===== src/rtl/regfile_cmd_master_pkg.sv =====
// ============================================================================
// Module  : regfile_cmd_master_pkg
// Purpose : Shared opcodes, FSM states and widths for the regfile sequencer.
// Revision: 1.0 - initial release
// ============================================================================
`default_nettype none

package regfile_cmd_master_pkg;

  localparam int c_DataWidth = 32;
  localparam int c_AddrWidth = 5;
  localparam int c_NumRegs   = 32;
  localparam int c_OpWidth   = 3;

  localparam logic [c_OpWidth-1:0] OP_NOP     = 3'd0;
  localparam logic [c_OpWidth-1:0] OP_READ    = 3'd1;
  localparam logic [c_OpWidth-1:0] OP_WRITE   = 3'd2;
  localparam logic [c_OpWidth-1:0] OP_COPY    = 3'd3;
  localparam logic [c_OpWidth-1:0] OP_SWAP    = 3'd4;
  localparam logic [c_OpWidth-1:0] OP_ADDI    = 3'd5;
  localparam logic [c_OpWidth-1:0] OP_CLEAR   = 3'd6;
  localparam logic [c_OpWidth-1:0] OP_ILLEGAL = 3'd7;

  typedef enum logic [2:0] {
    ST_IDLE  = 3'd0,
    ST_EXEC  = 3'd1,
    ST_SWAP2 = 3'd2,
    ST_CLEAR = 3'd3,
    ST_RESP  = 3'd4
  } state_t;

  // Opcodes that pass through the single EXEC cycle.
  function automatic logic isExecOp(input logic [c_OpWidth-1:0] op);
    return (op >= OP_READ) && (op <= OP_ADDI);
  endfunction

endpackage

`default_nettype wire


===== src/rtl/regfile_cmd_master_if.sv =====
// ============================================================================
// Module  : regfile_cmd_master_if
// Purpose : Command/response streams plus register-file port bundle.
// Revision: 1.0 - initial release
// ============================================================================
`default_nettype none

interface regfile_cmd_master_if
  import regfile_cmd_master_pkg::*;
#(
  parameter int DataWidth = c_DataWidth,
  parameter int AddrWidth = c_AddrWidth
);

  logic                 CmdValid;
  logic                 CmdReady;
  logic [c_OpWidth-1:0] CmdOp;
  logic [AddrWidth-1:0] CmdRegA;
  logic [AddrWidth-1:0] CmdRegB;
  logic [DataWidth-1:0] CmdData;

  logic                 RspValid;
  logic                 RspReady;
  logic [DataWidth-1:0] RspData1;
  logic [DataWidth-1:0] RspData2;
  logic                 Error;
  logic                 Busy;

  logic [AddrWidth-1:0] ReadRegister1;
  logic [AddrWidth-1:0] ReadRegister2;
  logic [DataWidth-1:0] ReadData1;
  logic [DataWidth-1:0] ReadData2;
  logic [AddrWidth-1:0] WriteRegister;
  logic [DataWidth-1:0] WriteData;
  logic                 RegWrite;

  modport master (
    input  CmdValid, CmdOp, CmdRegA, CmdRegB, CmdData,
    input  RspReady, ReadData1, ReadData2,
    output CmdReady, RspValid, RspData1, RspData2, Error, Busy,
    output ReadRegister1, ReadRegister2, WriteRegister, WriteData, RegWrite
  );

  modport slave (
    output CmdValid, CmdOp, CmdRegA, CmdRegB, CmdData,
    output RspReady, ReadData1, ReadData2,
    input  CmdReady, RspValid, RspData1, RspData2, Error, Busy,
    input  ReadRegister1, ReadRegister2, WriteRegister, WriteData, RegWrite
  );

endinterface

`default_nettype wire


===== src/rtl/regfile_cmd_master.sv =====
// ============================================================================
// Module  : regfile_cmd_master
// Purpose : Sequences debug/preload commands onto a 2R1W register file.
// Revision: 1.0 - initial release
// ============================================================================
`default_nettype none

module regfile_cmd_master
  import regfile_cmd_master_pkg::*;
#(
  parameter int DataWidth = c_DataWidth,
  parameter int AddrWidth = c_AddrWidth,
  parameter int NumRegs   = c_NumRegs
) (
  input  wire logic            Clk,
  input  wire logic            Reset_n,
  regfile_cmd_master_if.master bus
);

  state_t               r_state;
  logic [c_OpWidth-1:0] r_op;
  logic [DataWidth-1:0] r_data;
  logic [DataWidth-1:0] r_temp;
  logic [AddrWidth-1:0] r_clearCnt;

  logic                 r_cmdReady;
  logic                 r_rspValid;
  logic [DataWidth-1:0] r_rspData1;
  logic [DataWidth-1:0] r_rspData2;
  logic                 r_error;
  logic                 r_busy;
  logic [AddrWidth-1:0] r_readReg1;
  logic [AddrWidth-1:0] r_readReg2;
  logic [AddrWidth-1:0] r_writeReg;
  logic                 r_regWrite;

  logic                 w_accept;
  logic [DataWidth-1:0] w_writeData;

  assign w_accept = bus.CmdValid && r_cmdReady;

  // Write data depends on the async read ports during EXEC, so it cannot be
  // registered without adding a cycle; it is zero outside write states.
  always_comb begin
    w_writeData = '0;
    case (r_state)
      ST_EXEC: begin
        case (r_op)
          OP_WRITE: w_writeData = r_data;
          OP_COPY:  w_writeData = bus.ReadData2;
          OP_SWAP:  w_writeData = bus.ReadData2;
          OP_ADDI:  w_writeData = bus.ReadData1 + r_data;
          default:  w_writeData = '0;
        endcase
      end
      ST_SWAP2: w_writeData = r_temp;
      default:  w_writeData = '0;
    endcase
  end

  always_ff @(posedge Clk or negedge Reset_n) begin
    if (!Reset_n) begin
      r_state    <= ST_IDLE;
      r_op       <= OP_NOP;
      r_data     <= '0;
      r_temp     <= '0;
      r_clearCnt <= AddrWidth'(1);
      r_cmdReady <= 1'b1;
      r_rspValid <= 1'b0;
      r_rspData1 <= '0;
      r_rspData2 <= '0;
      r_error    <= 1'b0;
      r_busy     <= 1'b0;
      r_readReg1 <= '0;
      r_readReg2 <= '0;
      r_writeReg <= '0;
      r_regWrite <= 1'b0;
    end else begin
      r_error <= 1'b0;
      case (r_state)
        ST_IDLE: begin
          if (w_accept) begin
            r_op   <= bus.CmdOp;
            r_data <= bus.CmdData;
            if (isExecOp(bus.CmdOp)) begin
              r_state    <= ST_EXEC;
              r_cmdReady <= 1'b0;
              r_busy     <= 1'b1;
              r_readReg1 <= bus.CmdRegA;
              r_readReg2 <= bus.CmdRegB;
              r_writeReg <= bus.CmdRegA;
              r_regWrite <= (bus.CmdOp != OP_READ);
            end else if (bus.CmdOp == OP_CLEAR) begin
              r_state    <= ST_CLEAR;
              r_cmdReady <= 1'b0;
              r_busy     <= 1'b1;
              r_writeReg <= r_clearCnt;
              r_regWrite <= 1'b1;
            end else if (bus.CmdOp == OP_ILLEGAL) begin
              r_error <= 1'b1;
            end
          end
        end

        ST_EXEC: begin
          if (r_op == OP_SWAP) begin
            // Pre-write value of A; the write to A lands on this same edge.
            r_temp     <= bus.ReadData1;
            r_writeReg <= r_readReg2;
            r_state    <= ST_SWAP2;
          end else if (r_op == OP_READ) begin
            r_rspData1 <= bus.ReadData1;
            r_rspData2 <= bus.ReadData2;
            r_rspValid <= 1'b1;
            r_state    <= ST_RESP;
          end else begin
            r_regWrite <= 1'b0;
            r_cmdReady <= 1'b1;
            r_busy     <= 1'b0;
            r_state    <= ST_IDLE;
          end
        end

        ST_SWAP2: begin
          r_regWrite <= 1'b0;
          r_cmdReady <= 1'b1;
          r_busy     <= 1'b0;
          r_state    <= ST_IDLE;
        end

        ST_CLEAR: begin
          if (r_clearCnt == AddrWidth'(NumRegs - 1)) begin
            r_regWrite <= 1'b0;
            r_cmdReady <= 1'b1;
            r_busy     <= 1'b0;
            r_clearCnt <= AddrWidth'(1);
            r_state    <= ST_IDLE;
          end else begin
            r_clearCnt <= r_clearCnt + AddrWidth'(1);
            r_writeReg <= r_clearCnt + AddrWidth'(1);
          end
        end

        ST_RESP: begin
          if (bus.RspReady) begin
            r_rspValid <= 1'b0;
            r_cmdReady <= 1'b1;
            r_busy     <= 1'b0;
            r_state    <= ST_IDLE;
          end
        end

        default: begin
          r_regWrite <= 1'b0;
          r_rspValid <= 1'b0;
          r_cmdReady <= 1'b1;
          r_busy     <= 1'b0;
          r_state    <= ST_IDLE;
        end
      endcase
    end
  end

  assign bus.CmdReady      = r_cmdReady;
  assign bus.RspValid      = r_rspValid;
  assign bus.RspData1      = r_rspData1;
  assign bus.RspData2      = r_rspData2;
  assign bus.Error         = r_error;
  assign bus.Busy          = r_busy;
  assign bus.ReadRegister1 = r_readReg1;
  assign bus.ReadRegister2 = r_readReg2;
  assign bus.WriteRegister = r_writeReg;
  assign bus.WriteData     = w_writeData;
  assign bus.RegWrite      = r_regWrite;

endmodule

`default_nettype wire


===== src/flat_wrapper.sv =====
// flat-port wrapper written by rule: the top's interface ports become plain ports
module regfile_cmd_master_flat import regfile_cmd_master_pkg::*;
#(
  parameter int DataWidth = c_DataWidth,
  parameter int AddrWidth = c_AddrWidth,
  parameter int NumRegs   = c_NumRegs
)
  (Clk, Reset_n, bus_CmdValid, bus_CmdOp, bus_CmdRegA, bus_CmdRegB, bus_CmdData, bus_RspReady, bus_ReadData1, bus_ReadData2, bus_CmdReady, bus_RspValid, bus_RspData1, bus_RspData2, bus_Error, bus_Busy, bus_ReadRegister1, bus_ReadRegister2, bus_WriteRegister, bus_WriteData, bus_RegWrite);
  regfile_cmd_master_if #(.DataWidth(DataWidth), .AddrWidth(AddrWidth)) bus_i ();
  input  wire logic Clk;
  input  wire logic Reset_n;
  input wire logic [$bits(bus_i.CmdValid)-1:0] bus_CmdValid;
  input wire logic [$bits(bus_i.CmdOp)-1:0] bus_CmdOp;
  input wire logic [$bits(bus_i.CmdRegA)-1:0] bus_CmdRegA;
  input wire logic [$bits(bus_i.CmdRegB)-1:0] bus_CmdRegB;
  input wire logic [$bits(bus_i.CmdData)-1:0] bus_CmdData;
  input wire logic [$bits(bus_i.RspReady)-1:0] bus_RspReady;
  input wire logic [$bits(bus_i.ReadData1)-1:0] bus_ReadData1;
  input wire logic [$bits(bus_i.ReadData2)-1:0] bus_ReadData2;
  output wire logic [$bits(bus_i.CmdReady)-1:0] bus_CmdReady;
  output wire logic [$bits(bus_i.RspValid)-1:0] bus_RspValid;
  output wire logic [$bits(bus_i.RspData1)-1:0] bus_RspData1;
  output wire logic [$bits(bus_i.RspData2)-1:0] bus_RspData2;
  output wire logic [$bits(bus_i.Error)-1:0] bus_Error;
  output wire logic [$bits(bus_i.Busy)-1:0] bus_Busy;
  output wire logic [$bits(bus_i.ReadRegister1)-1:0] bus_ReadRegister1;
  output wire logic [$bits(bus_i.ReadRegister2)-1:0] bus_ReadRegister2;
  output wire logic [$bits(bus_i.WriteRegister)-1:0] bus_WriteRegister;
  output wire logic [$bits(bus_i.WriteData)-1:0] bus_WriteData;
  output wire logic [$bits(bus_i.RegWrite)-1:0] bus_RegWrite;
  assign bus_i.CmdValid = bus_CmdValid;
  assign bus_i.CmdOp = bus_CmdOp;
  assign bus_i.CmdRegA = bus_CmdRegA;
  assign bus_i.CmdRegB = bus_CmdRegB;
  assign bus_i.CmdData = bus_CmdData;
  assign bus_i.RspReady = bus_RspReady;
  assign bus_i.ReadData1 = bus_ReadData1;
  assign bus_i.ReadData2 = bus_ReadData2;
  assign bus_CmdReady = bus_i.CmdReady;
  assign bus_RspValid = bus_i.RspValid;
  assign bus_RspData1 = bus_i.RspData1;
  assign bus_RspData2 = bus_i.RspData2;
  assign bus_Error = bus_i.Error;
  assign bus_Busy = bus_i.Busy;
  assign bus_ReadRegister1 = bus_i.ReadRegister1;
  assign bus_ReadRegister2 = bus_i.ReadRegister2;
  assign bus_WriteRegister = bus_i.WriteRegister;
  assign bus_WriteData = bus_i.WriteData;
  assign bus_RegWrite = bus_i.RegWrite;
  regfile_cmd_master #(.DataWidth(DataWidth), .AddrWidth(AddrWidth), .NumRegs(NumRegs)) u_core (.Clk(Clk), .Reset_n(Reset_n), .bus(bus_i));
endmodule

===== config.mk =====
export PLATFORM = sky130hd
export DESIGN_NAME = regfile_cmd_master_flat
export DESIGN_NICKNAME = d
export VERILOG_FILES = /design/src/rtl/regfile_cmd_master_pkg.sv /design/src/rtl/regfile_cmd_master_if.sv /design/src/rtl/regfile_cmd_master.sv /design/src/flat_wrapper.sv
export SDC_FILE = /design/constraint.sdc
export NUM_CORES = 1
export LEC_CHECK = 0
export CAP_MARGIN = 20
export CORE_UTILIZATION = 50
export DETAILED_ROUTE_END_ITERATION = 8
export GPL_ROUTABILITY_DRIVEN = 1
export PLACE_DENSITY_LB_ADDON = 0.3
export SLEW_MARGIN = 20
export SYNTH_ARGS = -nofsm -noshare
export SYNTH_HDL_FRONTEND = slang
export SYNTH_SLANG_ARGS = --single-unit

===== constraint.sdc =====
create_clock -name Clk -period 3.7 [get_ports Clk]
set_input_delay 0.37 -clock Clk [delete_from_list [all_inputs] [get_ports Clk]]
set_output_delay 0.37 -clock Clk [all_outputs]
set_load 0.02 [all_outputs]

## Yosys cells after proc, flatten, opt, wreduce, memory -nomap -nowiden

Cells that the tools add are included.
W data, S select, Z words.

| word-level totals | value |
|---|---|
| output and inout port bits | 116 |
| register bits | 159 |
| logic and storage cells | 103 |
| bits of input ports | 113 |

| cells by class | value |
|---|---|
| order comparisons | 2 |
| muxes and demuxes | 44 |
| equality and inequality tests | 22 |
| bitwise gates (word level) | 3 |
| add/sub/neg operators | 2 |
| reduce and logical (&&, ||, !) cells | 15 |

Operator list:

| cell | number |
|---|---|
| $pmux W32 S3 | 1 |
| $pmux W32 S2 | 1 |
| $add A32 B32 Y32 | 1 |
| $mux W5 | 6 |
| $mux W1 | 23 |
| $mux W3 | 7 |
| $eq A3 B3 Y1 const B | 5 |
| $pmux W5 S3 | 1 |
| $eq A3 B2 Y1 const B | 4 |
| $pmux W1 S4 | 3 |
| $pmux W3 S4 | 1 |
| $reduce_and A6 Y1 | 2 |
| $ne A2 B1 Y1 const B | 4 |
| $ne A2 B2 Y1 const B | 4 |
| $reduce_and A4 Y1 | 2 |
| $eq A3 B1 Y1 const B | 2 |
| $ne A3 B1 Y1 const B | 2 |
| $reduce_and A3 Y1 | 2 |
| $add A5 B1 Y5 const B | 1 |
| $eq A5 B5 Y1 const B | 1 |
| $reduce_and A5 Y1 | 1 |
| $reduce_and A2 Y1 | 2 |
| $ge A3 B1 Y1 const B | 1 |
| $le A3 B3 Y1 const B | 1 |
| 7 further kinds | 10 |

## Depth between registers and ports, before layout

Gate-level depths: netlist (run 1).

| depth | value |
|---|---|
| depth in word-level cells | 6 |
| gate-level depth with buffers | 12 |
| mapped depth without buffers | 12 |

## Worst setup path before layout (run 1)

Ideal clock, no wire load.

| timing | value |
|---|---|
| path kind | input -> output |
| start | in bus_ReadData1[0] |
| end | out bus_WriteData[28] |
| data required time | 3.330 ns |
| stages | 12 |
| path slack | 0.509 ns |
| data arrival time | 2.821 ns |
| path buffers | 0 |
| cells stage by stage | ha_1 inv_1 fa_1 and2b_1 o21bai_4 a31oi_4 a21oi_2 o32a_1 a21oi_2 a221oi_2 or4b_1 nand3_1 |

| on the way | value |
|---|---|
| longest elaborated chain between the ends | 3 |

Ends and longest elaborated chain:

| what | line | text |
|---|---|---|
| start: declaration | flat_wrapper.sv:18 | `input wire logic [$bits(bus_i.ReadData1)-1:0] bus_ReadData1;` |
| $add A32 B32 Y32 | regfile_cmd_master.sv:52 | `OP_ADDI: w_writeData = bus.ReadData1 + r_data;` |
| $pmux W32 S3 | regfile_cmd_master.sv:48 | `case (r_op)` |
| $pmux W32 S2 | regfile_cmd_master.sv:46 | `case (r_state)` |
| end: declaration | flat_wrapper.sv:29 | `output wire logic [$bits(bus_i.WriteData)-1:0] bus_WriteData;` |

No other way between the ends.

## Final worst setup path (run 1)

| timing | value |
|---|---|
| start | reg u_core.r_data[0] |
| end | out bus_WriteData[28] |

| on the way | value |
|---|---|
| longest elaborated chain between the ends | 3 |

Ends and longest elaborated chain:

| what | line | text |
|---|---|---|
| start: declaration | regfile_cmd_master.sv:22 | `logic [DataWidth-1:0] r_data;` |
| start signal: assignment | regfile_cmd_master.sv:84 | `r_data <= bus.CmdData;` |
| $add A32 B32 Y32 | regfile_cmd_master.sv:52 |  |
| $pmux W32 S3 | regfile_cmd_master.sv:48 |  |
| $pmux W32 S2 | regfile_cmd_master.sv:46 |  |

No other way between the ends.

==> results of run 1 <==
==> final cells by class <==
class	instances	area [µm²]	share of cell area
repair buffers	311	2890	0.231
flip-flops and latches	159	3980	0.319
inverters	8	30.0	0.00240
clock buffers	20	467	0.0374
diodes	1	2.50	0.000200
clock inverters	12	168	0.0134
well taps	225	282	0.0225
multi-input cells	571	4680	0.374
==> per-layer routing <==
metal / share of wire / global-route usage / routed length (µm) / vias to the layer above
li1: - / - / - / 3513
met2: 0.51 / 0.491 / 12700 / 282
met5: 0 / 0 / 0 / -
met1: 0.42 / 0.349 / 10500 / 3685
met3: 0.055 / 0.0582 / 1380 / 43
met4: 0.023 / 0.105 / 577 / 0
==> worst max-delay path, delay by kind of cell, from the launching register on <==
family          cells  cell delay [ps]
compound gates      6             1050
flops               1              370
buf+inv             2              160
simple gates        3              840
fa+ha+maj           2              530
==> cell usage after synthesis, types with 10 or more instances <==
cell type | instances | area [µm²]
dfrtp_1 | 157 | 3930
a22oi_1 | 20 | 150
a21oi_1 | 32 | 160
nor2_1 | 32 | 120
nand2_1 | 56 | 210
xor2_1 | 11 | 96.3
clkbuf_1 | 27 | 101
a21o_1 | 16 | 120
xnor2_1 | 17 | 149
o21ai_0 | 39 | 195
nand2b_1 | 14 | 87.6
a31oi_1 | 10 | 62.6
ha_1 | 33 | 413
mux2_2 | 144 | 1620
nand3_1 | 12 | 60.1
o221ai_1 | 13 | 114
==> placed cells by master (no fill, tap or decap), types with 4 or more instances in the layout <==
| cell type | netlist | layout |
|---|---|---|
| a21o_1 | 16 | 16 |
| inv_6 | 0 | 7 |
| buf_4 | 0 | 84 |
| mux2i_1 | 7 | 7 |
| inv_1 | 8 | 7 |
| dfrtp_1 | 157 | 157 |
| o21ai_1 | 3 | 4 |
| and3_2 | 5 | 6 |
| a21oi_1 | 32 | 30 |
| clkdlybuf4s50_1 | 0 | 204 |
| a221o_1 | 5 | 5 |
| nor3_1 | 8 | 8 |
| xor2_1 | 11 | 11 |
| nor2b_1 | 7 | 7 |
| a32o_1 | 4 | 4 |
| nand3_1 | 12 | 10 |
| a31oi_1 | 10 | 9 |
| ha_1 | 33 | 31 |
| dlygate4sd2_1 | 0 | 5 |
| nor2_1 | 32 | 31 |
| o31ai_1 | 7 | 7 |
| a211oi_1 | 8 | 6 |
| nand4_1 | 5 | 5 |
| nand2_1 | 56 | 55 |
| clkbuf_2 | 0 | 6 |
| mux2_2 | 144 | 144 |
| xnor2_1 | 17 | 16 |
| a221oi_1 | 4 | 4 |
| nand2b_1 | 14 | 14 |
| o221ai_1 | 13 | 13 |
| a22oi_1 | 20 | 20 |
| o21ai_0 | 39 | 36 |
| a22o_1 | 6 | 6 |
| o22ai_1 | 5 | 5 |
| clkbuf_16 | 0 | 17 |
==> repair_timing <==
item                       CTS  global route
pin swaps                    3             6
setup buffers                2             2
setup endpoints to repair   21            17
resized for setup           46            47
==> registers in the layout, summed over array words and instances, names as in the netlist, 3 cells and up <==
signal and flops:
u_core.bus.ReadRegister1 5, u_core.r_temp 32, u_core.r_op 3, u_core.bus.RspData2 32, u_core.bus.RspData1 32, u_core.r_state 3
u_core.r_data 32, u_core.r_clearCnt 5, u_core.bus.WriteRegister 5, u_core.bus.ReadRegister2 5
==> power groups by stage <==
stage,sequential (mW),combinational [mW],clock (mW)
floorplan,3.65,3.37,0
global placement,3.17,6.39,0
detailed placement,3.21,6.51,0
CTS,3.19,6.59,1.93
global route,3.30,7.15,2.01
finish,3.20,6.67,1.91
==> per-stage QoR <==
step / setup TNS, ps / std cells / setup slack (ps) / hold slack, ps / area (µm²)
final: -56.7 / 1307 / -56.7 / -10.7 / 12500
after global routing: -280 / 1307 / -153 / 50.3 / 12500
after CTS: -98.4 / 1305 / -98.4 / 23.5 / 12500
after detailed placement: -5550 / 1271 / -786 / 475 / 11800
after global placement: -4550 / 1271 / -677 / 473 / 11800
after floorplan: 0 / 776 / 509 / 74.4 / 8750
==> worst max path at each step <==
| stage | from | slack [ps] | endpoint | depth (start not counted) |
|---|---|---|---|---|
| floorplan | bus_ReadData1[0] | 510 | bus_WriteData[28] | 12 |
| global placement | bus_ReadData1[0] | -680 | bus_WriteData[28] | 14 |
| detailed placement | bus_ReadData1[0] | -790 | bus_WriteData[28] | 14 |
| CTS | u_core.r_data[0] | -100 | bus_WriteData[28] | 13 |
| global route | u_core.r_data[0] | -150 | bus_WriteData[28] | 13 |
| finish | u_core.r_data[0] | -60 | bus_WriteData[28] | 13 |
==> cells by family after synthesis <==
kind of cell,Yosys count
fa+ha+maj,34
simple gates,157
flops,159
xor+xnor,28
buf+inv,46
mux,151
compound gates,201
==> run summary, run 1 <==
Status: finished, violations left
Failing checks: negative hold slack, negative setup slack
Worst Setup End Kind: output port
Clock latency on the worst-skew pair: 430 ps
Area delta synth->final: 42.7%
Final WS setup: -56.7 ps
Vias per Instance: 5.76
Largest family of logic cells by synthesized area: multiplexers
Crit-path cells: ha_2 > inv_2 > fa_2 > and2b_2 > o21bai_4 > a31oi_4 > a21oi_4 > o32a_1 > a21oi_2 > a221oi_2 > or4b_1 > nand3_2 > buf_6
Post-layout min period: 3760 ps
Num CTS Buffers: 17
Reg2reg start: u_core.r_op[0]
Max_slew headroom: 0.436
Adder-Cell Fraction of Synth Area: 0.0494
Slowest-stage cell, CP: or4b_1
Drt initial violations: 403
Synth Area in Compound Gates: 0.163
Placer congestion estimate: 0.896
Switch Pwr: 4.66 mW
Reg2reg path depth: 5
PnR Total Power: 11.8 mW
H-tree lvl count: 4
Cell area power density: 943 mW/mm²
Largest net degree at the start of global routing: 90
Layout cells sized above 1: 0.295
Worst hold-check path type: in -> async
Number of global-route vias before repair: 7814
WS Path Type: reg -> out
Peak supply drop: 0.483 mV
R2R Path End: u_core.bus.RspData1[30]
Mean routed wirelength per cell: 19.2 µm
Pins Over Slew Limit: 0
Fill count: 1246
Die span in x: 134 µm
Clock Skew: 12.2 ps
Post-route ant nets: 0
Final core utilization: 0.727
Seq pwr share: 0.272
Sw Ratio: 0.395
Synthesized instance count: 776
Clock slew at reported path FFs: 70 ps
Core ar.: 0.0172 mm²
Die area: 0.0180 mm²
Primary FF master, synth: dfrtp_1
First-pass GRT wire length: 39700 µm
Rows: 48
Max_cap viols: 0
Crit path max fanout: 4
Synth Area in Simple Gates: 0.0875
FMAX: 266 MHz
Fin Hold WS: -10.7 ps
CP peak stage delay: 490 ps
Seq/Total Area, Yosys: 0.455
Initial Util: 0.510
Crit path launch type: register
Combinational share of power: 0.566
Die H: 134 µm
RSZ-0062 raised after global routing: true
First drt pass iteration count: 5
Yosys cell types: 69
Final WL: 25100 µm
Final Setup Violations: 1
IO Pins: 229
GRT Overall Usage: 0.284
Slew @ Worst Pin: 843 ps
CTS Buffer Depth: 2
Mux contribution to synthesized area: 0.193
Post-synthesis average cell area: 11.3 µm²
DR DRC count: 0
TritonCTS clock tree: yes
Clock power frac: 0.162
Syn Nets: 923
Port bufs: 228
Dpl hpwl: 17500 µm
Final nets: 1215
Leak: 5.39 nW
Worst reg2reg setup slack: 920 ps
Initial antenna violation count: 1
#FFs+latches synth: 159
Routed vias: 7523
Root Driver: clkbuf_16
Synthesized cell area: 0.00875 mm²
Synth async-reset ratio: 1.00
Hold-fix buffer count after cts: 0
Hold Fails Final Rpt: 4
Post-route clock period utilization: 1.02
Post-synth EDFFs: 0
Int Power: 7.13 mW
Clock sinks: 159
Grt ovf: 0
Critical path data arrival time: 3390 ps
Post-Synth XOR/XNOR Area: 0.0280
Yosys warns: 0
WP data required: 3330 ps
Note: power is estimated with default switching activity, not from simulation.
==> run 2, diff against run 1 <==
MAX_ROUTING_LAYER = met4   (was unset)
==> run 2 against run 1 <==
Compared with the run above:
- sequential power about the same
- the run ends with negative setup slack left
- fmax up 0.19%
- sequential share of layout area up 0.27 points
==> run summary, run 2 (synthesized netlist as in run 1, its figures left out) <==
Pins Over Slew Limit: 0 (unchanged)
Port bufs: 228 (unchanged)
Mean routed wirelength per cell: 19.1 µm (-0.52%)
Placed insts: 1273 (+0.16%)
Max_slew headroom: 0.343 (-0.0935)
GRT Overall Usage: 0.292 (+0.00857)
H-tree lvl count: 4 (unchanged)
CTS Buffer Depth: 2 (unchanged)
Number of global-route vias before repair: 7825 (+0.14%)
Final nets: 1217 (+0.16%)
First drt pass iteration count: 6 (+1)
Num CTS Buffers: 17 (unchanged)
Root Driver: clkbuf_16
Combinational share of power: 0.578 (+0.012)
Max_cap viols: 0 (unchanged)
Clock slew at reported path FFs: 70 ps (about the same)
Placement Setup Slack: -744 ps (+41.4 ps)
Crit-path cells: ha_2 > inv_2 > fa_2 > and2b_2 > o21bai_4 > a31oi_4 > a21oi_4 > o32a_1 > a21oi_2 > a221oi_2 > or4b_1 > nand3_2 > buf_6
Rows: 48 (unchanged)
Vias per Instance: 5.72 (-0.67%)
Sw Ratio: 0.404 (+0.00847)
PnR Total Power: 11.5 mW (-2.2%)
Final core utilization: 0.721 (-0.00612)
Worst Setup End Kind: output port
IO Pins: 229 (unchanged)
WP data required: 3330 ps (about the same)
Grt ovf: 0 (unchanged)
Post-Layout Cell Count: 1308 (+0.077%)
Drt initial violations: 445 (+10%)
TritonCTS clock tree: yes
Most frequent cells in the layout: clkdlybuf4s50_1, dfrtp_1, mux2_2
CP bufs+invs: 2 (unchanged)
Post-route clock period utilization: 1.01 (-0.00192)
Slew @ Worst Pin: 986 ps (+143 ps)
WS Path Type: reg -> out
Core ar.: 0.0172 mm² (unchanged)
Cell area power density: 931 mW/mm² (-1.3%)
Crit path launch type: register
Slowest-stage cell, CP: or4b_1
Peak supply drop: 0.471 mV (-2.5%)
Hold-fix buffer count after cts: 0 (unchanged)
RSZ-0062 raised after global routing: true
Worst hold-check path type: in -> async
Placer congestion estimate: 0.906 (+1.1%)
Die span in x: 134 µm (unchanged)
N_diodes: 0 (-1)
Die area: 0.0180 mm² (unchanged)
Clock latency on the worst-skew pair: 430 ps (about the same)
Layout cells sized above 1: 0.295 (+0.000378)
Clock sinks: 159 (unchanged)
Switch Pwr: 4.66 mW (about the same)
Largest delay contributor family on the critical path: compound AO/OA/AOI/OAI gates
Area delta synth->final: 41.5%
Dpl hpwl: 17600 µm (+0.38%)
Hold Fails Final Rpt: 0 (-4)
Clock power frac: 0.145 (-0.017)
Status: finished, violations left
Int Power: 6.87 mW (-3.5%)
Critical path data arrival time: 3380 ps (about the same)
Final WL: 25000 µm (-0.45%)
Post-route ant nets: 0 (unchanged)
Post-layout min period: 3750 ps (-7.11 ps)
Crit path max fanout: 4 (unchanged)
CP peak stage delay: 490 ps (about the same)
FMAX: 267 MHz (+0.19%)
Failing checks: negative setup slack
Clock Skew: 9.87 ps (-2.31 ps)
Seq pwr share: 0.277 (+0.005)
Leak: 5.33 nW (-1.1%)
Commonest non-fill, non-tap cell in the layout: clkdlybuf4s50_1
Initial antenna violation count: 0 (-1)
Die H: 134 µm (unchanged)
Final Setup Violations: 1 (unchanged)
DR DRC count: 0 (unchanged)
Final WS setup: -49.6 ps (+7.11 ps)
Initial Util: 0.510 (unchanged)
Largest net degree at the start of global routing: 106 (+18%)
First-pass GRT wire length: 39800 µm (+0.17%)
Routed vias: 7478 (-0.60%)
## run 2: area by class of cell
cell class	count	area, µm²
fillers	1251	4790
clock inverters	12	104
clock buffers	20	447
flip-flops and latches	159	3980
repair buffers	313	2890
well taps	225	282
multi-input cells	571	4660
inverters	8	30.0
## run 2: final timing paths
path,start,end,slack (ps),cells after the start
max in group asynchronous,Reset_n,u_core.r_data[20],2800,2
min in group Clk,bus_ReadData1[0],u_core.bus.RspData1[0],390,2
worst min register to register,u_core.bus.RspData1[1],u_core.bus.RspData1[1],490,2
worst max register to register,u_core.r_op[0],u_core.bus.RspData1[12],890,5
worst min-delay path,Reset_n,u_core.bus.RspData2[6],80,1
worst max-delay path,u_core.r_data[0],bus_WriteData[28],-50,13
## run 2: metal layers
metal  vias to the layer above  wire length [µm]  track usage
li1                       3495                 -            -
met1                      3724             10700        0.349
met2                       230             12700        0.502
met3                        29              1250       0.0593
met4                         0               338       0.0774
met5                         -                 0            -
## run 2: repair_timing
item,CTS,global route
endpoints found under the setup margin,22,18
buffers inserted,1,3
resized for setup,46,42
gates cloned,0,0
pin swaps,5,6
hold endpoints to repair,0,0
## run 2: worst reg2reg max path: cells and delay by family (launching register included)
family        cells  cell delay (ps)
mux               1              310
simple gates      2              980
flops             1              630
buf+inv           2              780
## run 2: power by group through the flow
stage | sequential, mW | clock, mW | combinational (mW)
floorplan | 3.65 | 0 | 3.37
global placement | 3.17 | 0 | 6.40
detailed placement | 3.21 | 0 | 6.52
CTS | 3.19 | 1.68 | 6.59
global route | 3.31 | 1.76 | 7.12
finish | 3.20 | 1.67 | 6.67
## run 2: through the flow
step | setup TNS [ps] | hold WS, ps | area (µm²)
global placement | -4540 | 463 | 11800
detailed placement | -5220 | 479 | 11800
CTS | -77.6 | 116 | 12400
finish | -49.6 | 77.1 | 12400
global route | -187 | 158 | 12400
floorplan | 0 | 74.4 | 8750
==> run 3, diff against run 2 <==
PLACE_DENSITY = 0.82   (was unset)
PLACE_DENSITY_LB_ADDON = unset   (was 0.3)
SLEW_MARGIN = unset   (was 20)
==> run 3 against run 2 <==
Compared with the run above:
- the flow finishes with violations (negative hold slack, negative setup slack)
- count of clock-buffer cells in the layout is the same
- clock skew grew 1.1 ps
- combinational power shrank 0.6%
- setup slack improved by 34 ps
- register-to-register slack improved by 60 ps
- first-iteration DRC count up 7.0%
- die area did not move
- hold slack got worse by 86 ps
- clock power up 9.6%
- fmax is 0.93% higher
- critical path type unchanged
- largest power group unchanged
==> run summary, run 3 (synthesized netlist as in run 1, its figures left out) <==
Failing checks: negative hold slack, negative setup slack
GRT Overall Usage: 0.305 (+0.0124)
Area occupied by multi-input gates: 0.00466 mm² (unchanged)
Initial antenna violation count: 1 (+1)
Fin Hold WS: -8.95 ps (-86.1 ps)
Leak: 5.38 nW (+0.90%)
Placer congestion estimate: 0.926 (+2.2%)
Critical path data arrival time: 3350 ps (-30 ps)
Largest delay contributor family on the critical path: compound AO/OA/AOI/OAI gates
Final core utilization: 0.724 (+0.00255)
Vias per Instance: 5.82 (+1.8%)
Number of global-route vias before repair: 7951 (+1.6%)
Commonest non-fill, non-tap cell in the layout: clkdlybuf4s50_1
Area delta synth->final: 42.0%
CP peak stage delay: 490 ps (about the same)
Critical Path Most Common Cell: a21oi_2
WP data required: 3330 ps (about the same)
Post-layout min period: 3720 ps (-34.5 ps)
Die span in x: 134 µm (unchanged)
First-pass GRT wire length: 41300 µm (+3.9%)
Core ar.: 0.0172 mm² (unchanged)
CTS Buffer Depth: 2 (unchanged)
Max_cap viols: 0 (unchanged)
TritonCTS clock tree: yes
Crit-path cells: ha_2 > inv_1 > fa_2 > and2b_2 > o21bai_4 > a31oi_4 > a21oi_2 > o32a_1 > a21oi_2 > a221oi_2 > or4b_4 > nand3_2 > buf_6
Root Driver: clkbuf_16
Final Setup Violations: 1 (unchanged)
Post-route clock period utilization: 1.00 (-0.00931)
Reg area: 0.00398 mm² (unchanged)
H-tree lvl count: 4 (unchanged)
Port bufs: 228 (unchanged)
Post-route ant nets: 0 (unchanged)
Slowest-stage cell, CP: or4b_4
Status: finished, violations left
Clock slew at reported path FFs: 70 ps (about the same)
Crit path max fanout: 3 (-1)
Mean routed wirelength per cell: 19.8 µm (+3.5%)
Worst Setup End Kind: output port
Largest net degree at the start of global routing: 94 (-11%)
DR DRC count: 0 (unchanged)
First drt pass iteration count: 6 (unchanged)
Dpl hpwl: 18400 µm (+5.0%)
Final WL: 25900 µm (+3.6%)
Worst hold-check path type: in -> async
Cell area power density: 940 mW/mm² (+1.0%)
Hold-fix buffer count after cts: 0 (unchanged)
Crit path launch type: register
WS Path Type: reg -> out
Clock latency on the worst-skew pair: 430 ps (about the same)
Max_slew headroom: 0.387 (+0.0445)
Peak supply drop: 0.456 mV (-3.1%)
Most frequent cells in the layout: clkdlybuf4s50_1, dfrtp_1, mux2_2
Clock sinks: 159 (unchanged)
Clock Skew: 11.0 ps (+1.09 ps)
PnR Total Power: 11.7 mW (+1.4%)
Fill count: 1230 (-1.7%)
Slew @ Worst Pin: 919 ps (-66.7 ps)
FMAX: 269 MHz (+0.93%)
Hold Fails Final Rpt: 4 (+4)
Routed vias: 7620 (+1.9%)
Placement Setup Slack: -685 ps (+59.0 ps)
IO Pins: 229 (unchanged)
Die H: 134 µm (unchanged)
Rows: 48 (unchanged)
Grt ovf: 0 (unchanged)
Worst setup startpoint: u_core.r_data[0]
RSZ-0062 raised after global routing: true
Num CTS Buffers: 17 (unchanged)
Final WS setup: -15.2 ps (+34.5 ps)
Pins Over Slew Limit: 0 (unchanged)
Die area: 0.0180 mm² (unchanged)
CP bufs+invs: 2 (unchanged)
Reg2reg start: u_core.r_op[0]
Initial Util: 0.510 (unchanged)
Layout cells sized above 1: 0.295 (unchanged)
Drt initial violations: 476 (+7.0%)
Final nets: 1217 (unchanged)
run 3: area by class of cell:
cell class,instances,area share
clock buffer,20,0.0359
timing repair buffer,313,0.231
clock inverter,12,0.0127
tap,225,0.0226
antenna,1,0.000201
multi-input combinational,571,0.375
inverter,8,0.00242
sequential,159,0.320
run 3: final timing paths:
kind | to | slack, ps | depth (start not counted)
worst max-delay path | bus_WriteData[28] | -20 | 13
worst min-delay path | u_core.bus.RspData2[3] | -9 | 1
worst max register to register | u_core.bus.RspData1[10] | 950 | 4
worst min register to register | u_core.bus.RspData1[1] | 490 | 2
max in group asynchronous | u_core.bus.RspData1[21] | 2860 | 2
min in group Clk | u_core.bus.RspData1[0] | 280 | 2
run 3: repair_timing:
action,in CTS,in global routing
setup endpoints to repair,21,21
buffers inserted,0,2
gates resized for setup,62,33
pin swaps,0,8
run 3: worst reg2reg max path, cell delays in order, from the launching register on:
cell and delay (ps):
dfrtp_1 670, inv_1 380, nor3_1 460, nand2_4 600, mux2_2 530
run 3: report_power, final:
group,switching (mW),internal (mW),leakage (nW),total (mW)
Sequential,0.617,2.62,1.87,3.24
Clock,0.743,1.08,0.287,1.83
Combinational,3.30,3.33,3.21,6.63
run 3: through the flow:
| step | setup TNS, ps | cell area (µm²) | std cells |
|---|---|---|---|
| 3_3_place_gp | -5180 | 11800 | 1274 |
| 2_1_floorplan | 0 | 8750 | 776 |
| 4_1_cts | -210 | 12400 | 1306 |
| 6_report | -15.2 | 12400 | 1309 |
| 5_1_grt | -129 | 12400 | 1309 |
| 3_5_place_dp | -6060 | 11800 | 1274 |
run 3: routing by layer:
metal | share of wire | track usage | vias to the layer above
li1 | - | - | 3498
met1 | 0.42 | 0.368 | 3774
met2 | 0.51 | 0.512 | 302
met3 | 0.050 | 0.0578 | 46
met4 | 0.024 | 0.104 | 0
met5 | 0 | - | -
